==> src/rtl/mux_scan_pkg.sv <==
// Shared types and constants for the scanning word multiplexer.
package mux_scan_pkg;

   typedef enum logic [1:0] {
      IDLE,
      MAN,
      SCAN
   } state_e;

   localparam logic MODE_MANUAL = 1'b0;
   localparam logic MODE_SCAN   = 1'b1;

endpackage

==> src/rtl/mux_nto1.sv <==
// Combinational N:1 word selector built as a log2(NUM_CH)-level tree of 2:1 muxes.
module mux_nto1 #(
   parameter int NUM_CH = 16,
   parameter int WIDTH  = 8
) (
   input  logic [NUM_CH*WIDTH-1:0]   in_bus,
   input  logic [$clog2(NUM_CH)-1:0] sel,
   output logic [WIDTH-1:0]          word
);

   localparam int SEL_W = $clog2(NUM_CH);

   // Heap-ordered tree: node n has children 2n+1 / 2n+2, leaves hold the channels.
   logic [WIDTH-1:0] tree [2*NUM_CH-1];

   always_comb begin
      for (int unsigned p = 0; p < NUM_CH; p++) begin
         tree[NUM_CH-1+p] = in_bus[p*WIDTH +: WIDTH];
      end
      for (int unsigned b = 0; b < SEL_W; b++) begin
         for (int unsigned p = 0; p < (NUM_CH >> (b+1)); p++) begin
            tree[(NUM_CH >> (b+1)) - 1 + p] = sel[b]
               ? tree[2*((NUM_CH >> (b+1)) - 1 + p) + 2]
               : tree[2*((NUM_CH >> (b+1)) - 1 + p) + 1];
         end
      end
      word = tree[0];
   end

endmodule

==> src/rtl/mux_scan_n.sv <==
// N:1 word multiplexer with registered valid/ready output; manual single-channel or auto-scan sweep.
module mux_scan_n
   import mux_scan_pkg::*;
#(
   parameter int NUM_CH = 16,
   parameter int WIDTH  = 8
) (
   input  logic                      clk,
   input  logic                      rst,
   input  logic [NUM_CH*WIDTH-1:0]   in_bus,
   input  logic                      mode,
   input  logic [$clog2(NUM_CH)-1:0] sel,
   input  logic                      start,
   output logic [WIDTH-1:0]          out_data,
   output logic [$clog2(NUM_CH)-1:0] out_ch,
   output logic                      out_valid,
   input  logic                      out_ready,
   output logic                      busy,
   output logic                      done
);

   localparam int SEL_W = $clog2(NUM_CH);
   localparam logic [SEL_W-1:0] LAST_CH = SEL_W'(NUM_CH-1);

   state_e           state_q, state_d;
   logic [SEL_W-1:0] cnt_q, cnt_d;
   logic [WIDTH-1:0] out_data_q, out_data_d;
   logic [SEL_W-1:0] out_ch_q, out_ch_d;
   logic             out_valid_q, out_valid_d;
   logic             done_q, done_d;

   logic [SEL_W-1:0] nxt_idx;
   logic [WIDTH-1:0] nxt_word;
   logic             accept;

   mux_nto1 #(
      .NUM_CH (NUM_CH),
      .WIDTH  (WIDTH)
   ) u_mux (
      .in_bus (in_bus),
      .sel    (nxt_idx),
      .word   (nxt_word)
   );

   assign accept = out_valid_q & out_ready;

   always_comb begin
      state_d     = state_q;
      cnt_d       = cnt_q;
      out_data_d  = out_data_q;
      out_ch_d    = out_ch_q;
      out_valid_d = out_valid_q;
      done_d      = 1'b0;
      nxt_idx     = sel;

      unique case (state_q)
         IDLE: begin
            if (start) begin
               if (mode == MODE_MANUAL) begin
                  nxt_idx = sel;
                  state_d = MAN;
               end else begin
                  nxt_idx = '0;
                  cnt_d   = '0;
                  state_d = SCAN;
               end
               out_data_d  = nxt_word;
               out_ch_d    = nxt_idx;
               out_valid_d = 1'b1;
            end
         end
         MAN: begin
            if (accept) begin
               out_valid_d = 1'b0;
               done_d      = 1'b1;
               state_d     = IDLE;
            end
         end
         SCAN: begin
            if (accept) begin
               if (cnt_q == LAST_CH) begin
                  out_valid_d = 1'b0;
                  done_d      = 1'b1;
                  cnt_d       = '0;
                  state_d     = IDLE;
               end else begin
                  // Next channel loads on the accepting edge for 1 word/cycle streaming.
                  nxt_idx    = cnt_q + SEL_W'(1);
                  cnt_d      = nxt_idx;
                  out_data_d = nxt_word;
                  out_ch_d   = nxt_idx;
               end
            end
         end
         default: state_d = IDLE;
      endcase
   end

   always_ff @(posedge clk or posedge rst) begin
      if (rst) begin
         state_q     <= IDLE;
         cnt_q       <= '0;
         out_data_q  <= '0;
         out_ch_q    <= '0;
         out_valid_q <= 1'b0;
         done_q      <= 1'b0;
      end else begin
         state_q     <= state_d;
         cnt_q       <= cnt_d;
         out_data_q  <= out_data_d;
         out_ch_q    <= out_ch_d;
         out_valid_q <= out_valid_d;
         done_q      <= done_d;
      end
   end

   assign out_data  = out_data_q;
   assign out_ch    = out_ch_q;
   assign out_valid = out_valid_q;
   assign done      = done_q;
   assign busy      = (state_q != IDLE);

endmodule

==> config.mk <==
export PLATFORM = sky130hd
export DESIGN_NAME = mux_scan_n
export DESIGN_NICKNAME = d
export VERILOG_FILES = /design/src/rtl/mux_scan_pkg.sv /design/src/rtl/mux_nto1.sv /design/src/rtl/mux_scan_n.sv
export SDC_FILE = /design/constraint.sdc
export NUM_CORES = 1
export LEC_CHECK = 0
export BUFFER_PORTS_ARGS = -buffer_cell sky130_fd_sc_hd__buf_2
export CORE_MARGIN = 3
export CORE_UTILIZATION = 46
export DETAILED_ROUTE_END_ITERATION = 16
export GPL_TIMING_DRIVEN = 1
export PLACE_DENSITY = 0.95
export SLEW_MARGIN = 10
export SYNTH_ARGS = -nofsm -noshare
export SYNTH_HDL_FRONTEND = slang
export SYNTH_HIERARCHICAL = 1
export SYNTH_SLANG_ARGS = --single-unit
export TNS_END_PERCENT = 100
==> constraint.sdc <==
create_clock -name clk -period 4.3 [get_ports clk]
set_input_delay 0.43 -clock clk [delete_from_list [all_inputs] [get_ports clk]]
set_output_delay 0.43 -clock clk [all_outputs]
set_load 0.03 [all_outputs]
==> metrics.txt <==
top cell type's share of synthesized area=around 22%; setup TNS=0 ps; Avg Vias per Cell=about 5.9; GP Congestion=~0.93; Finished Core Util=around 68%; power density cells=around 570 nW/um^2; Period minus WS final=3290 ps; htree depth=1; Initial Util=approximately 50%; placed insts=slightly below 400; Sink Count=20; post-synthesis register bit count=20; data arrival time of the critical path=around 3400 ps; DR WL/cell=between 15 and 20 um; Num CTS Buffers=3; mapped cell area=about 2300 um^2; first-pass GRT wire length=roughly 12000 um; RSZ-0062 raised after global routing=no; share of cells above drive strength 1=61.1%; DIE AREA=around 5800 um^2; Overflow after GRT=0; ys flop type=dfrtp_1; Synth async-reset ratio=100%; die width=76.4 um; final slew viol count=0; crit path launch type=flop; R2R setup slack=1010 ps; period utilisation layout=76.4%; DIE HEIGHT=~76 um; largest net degree at the start of global routing=33; Max Clk Rate=0.304 GHz; Worst Setup EP=out_data[7]; crit end category=flop; vias in the first global route=roughly 2400; final routed DRC violation total=0; Hold Crit Class=primary input to async pin; max_cap viols=0; total track usage=between 20% and 30%; hold-fix buffer count after cts=0; drt pass-1 iters=4; top cells by count, synth=dfrtp_1 (20), mux4_2 (18), a22oi_1 (16); Seq/Total Area, Yosys=between 20% and 30%; FF-to-FF End=out_data[7]; Diodes inserted=0; net count reported at finish=467; postcts setup bufs=0; worst r2r src=cnt_q[0]; Area Growth Syn to Fin=35.5%; syn_area_per_cell=between 10 and 15 um^2; Final Routed Wirelength=about 7400 um; Finished Layout Cells=between 300 and 400; core box area=approximately 4600 um^2; post-synth cell types=45; Yosys top cell by area=dfrtp_1; Ports=roughly 150; Clock Latency Late Sink=260 ps; CTS tree=built; Iteration-0 DRC Markers=between 150 and 200; Synth warnings=6; VDD IR max=about 0.00026 V; Detailed Place HPWL=about 6200 um; final hold vios=0; leak pwr=1.54 nW; port buffer count=between 150 and 200; Worst Tran Pin Value=800 ps; cts repair resizes=0; critical path class=flop to flop; top-count cell post-synth=dfrtp_1; Finish-stage setup viols=0; EDFF count, synth=0; critical path startpoint=cnt_q[0]; status=finished, final reports clean; Slew headroom=between 40% and 50%; clock root cell=clkbuf_8; R2R cell count=9; Post-Syn Nets=between 300 and 400; Via Count=2277; hold slack=between 200 and 300 ps; Clock Pin Slew Worst Setup and Hold Paths=80 ps; Worst EP required=4460 ps; Post-Syn Instances=181; antenna violation net count after detailed routing=0; num rows=24; Layout Skew=roughly 7.5 ps; maximum clock path buffer count=2; initial antenna violation count=0; CP Max Fanout=32; synth top area cells=dfrtp_1 (22%), mux4_2 (18%), mux4_1 (16%), mux2_4 (5.9%), a22oi_1 (5.3%)
-- layer usage --
metal	GRT usage, %	wire, um	part of all wire, %	vias to the layer above
met4	8.15	146	2.0	0
li1	-	-	-	1031
met1	32.2	2920	40	1114
met5	0	0	0	-
met2	45.1	3830	52	119
met3	2.72	480	6.5	13
-- flip-flops by register name, summed over array words and instances, names as in the netlist --
register	flops
cnt_q	4
state_q	2
out_ch	4
out_data	8
out_valid	1
done	1
-- report_power, final --
| group | switching (mW) | total (mW) | internal [mW] |
|---|---|---|---|
| Clock | 0.0674 | 0.192 | 0.124 |
| Sequential | 0.0701 | 0.341 | 0.271 |
| Combinational | 0.621 | 1.22 | 0.596 |
| Total | 0.758 | 1.75 | 0.991 |
-- cells by family after synthesis --
logic type | count (synthesis) | synth area share [%]
compound gates | 39 | 13.6
xor+xnor | 1 | 0.384
fa+ha+maj | 5 | 2.74
buf+inv | 25 | 7.30
flops | 20 | 22.0
mux | 50 | 44.2
simple gates | 41 | 9.83
-- how the worst min path moves through the flow --
stage / to
2_1_floorplan: cnt_q[0]
3_3_place_gp: out_ch[0]
3_5_place_dp: out_ch[1]
4_1_cts: out_data[0]
5_1_grt: out_data[0]
6_report: out_data[2]
-- critical path, stage by stage (launching register included) --
cell      delay (ps)
dfrtp_1          450
ha_1             290
nand3_1          200
nand3_1          190
o311ai_2         260
buf_4            500
mux4_1           630
a22oi_1          280
nand2_1          100
mux2_4           260
-- stage by stage --
stage	total power, mW	setup slack (ps)	instance area [um^2]
after detailed placement	1.55	1020	3020
after CTS	1.75	1010	3090
after global placement	1.52	1120	3020
after global routing	1.87	777	3090
final	1.75	1010	3090
after floorplan	1.32	1390	2280
-- cells in the final DEF (no fill, tap or decap), types with 2 or more instances in the layout --
cell type,netlist,layout
dfrtp_1,20,20
mux2_2,5,5
mux2_4,9,9
mux4_1,14,14
mux2i_1,3,3
a22o_1,2,2
buf_2,4,151
o211ai_1,6,6
nand2b_1,5,5
nor2_1,3,3
nand3_1,8,8
a22oi_1,16,16
ha_1,5,5
nor2b_1,2,2
clkbuf_8,0,3
inv_1,10,10
mux4_2,18,18
nand2_1,14,14
a211oi_1,2,2
buf_4,3,3
-- final cells by class --
class	count	area, um^2
flip-flops and latches	20	500
inverters	10	37.5
clock buffers	3	41.3
well taps	65	81.3
multi-input cells	136	1620
clock inverters	1	30.0
fillers	356	1480
repair buffers	154	778
Note: power is estimated with default switching activity, not from simulation.
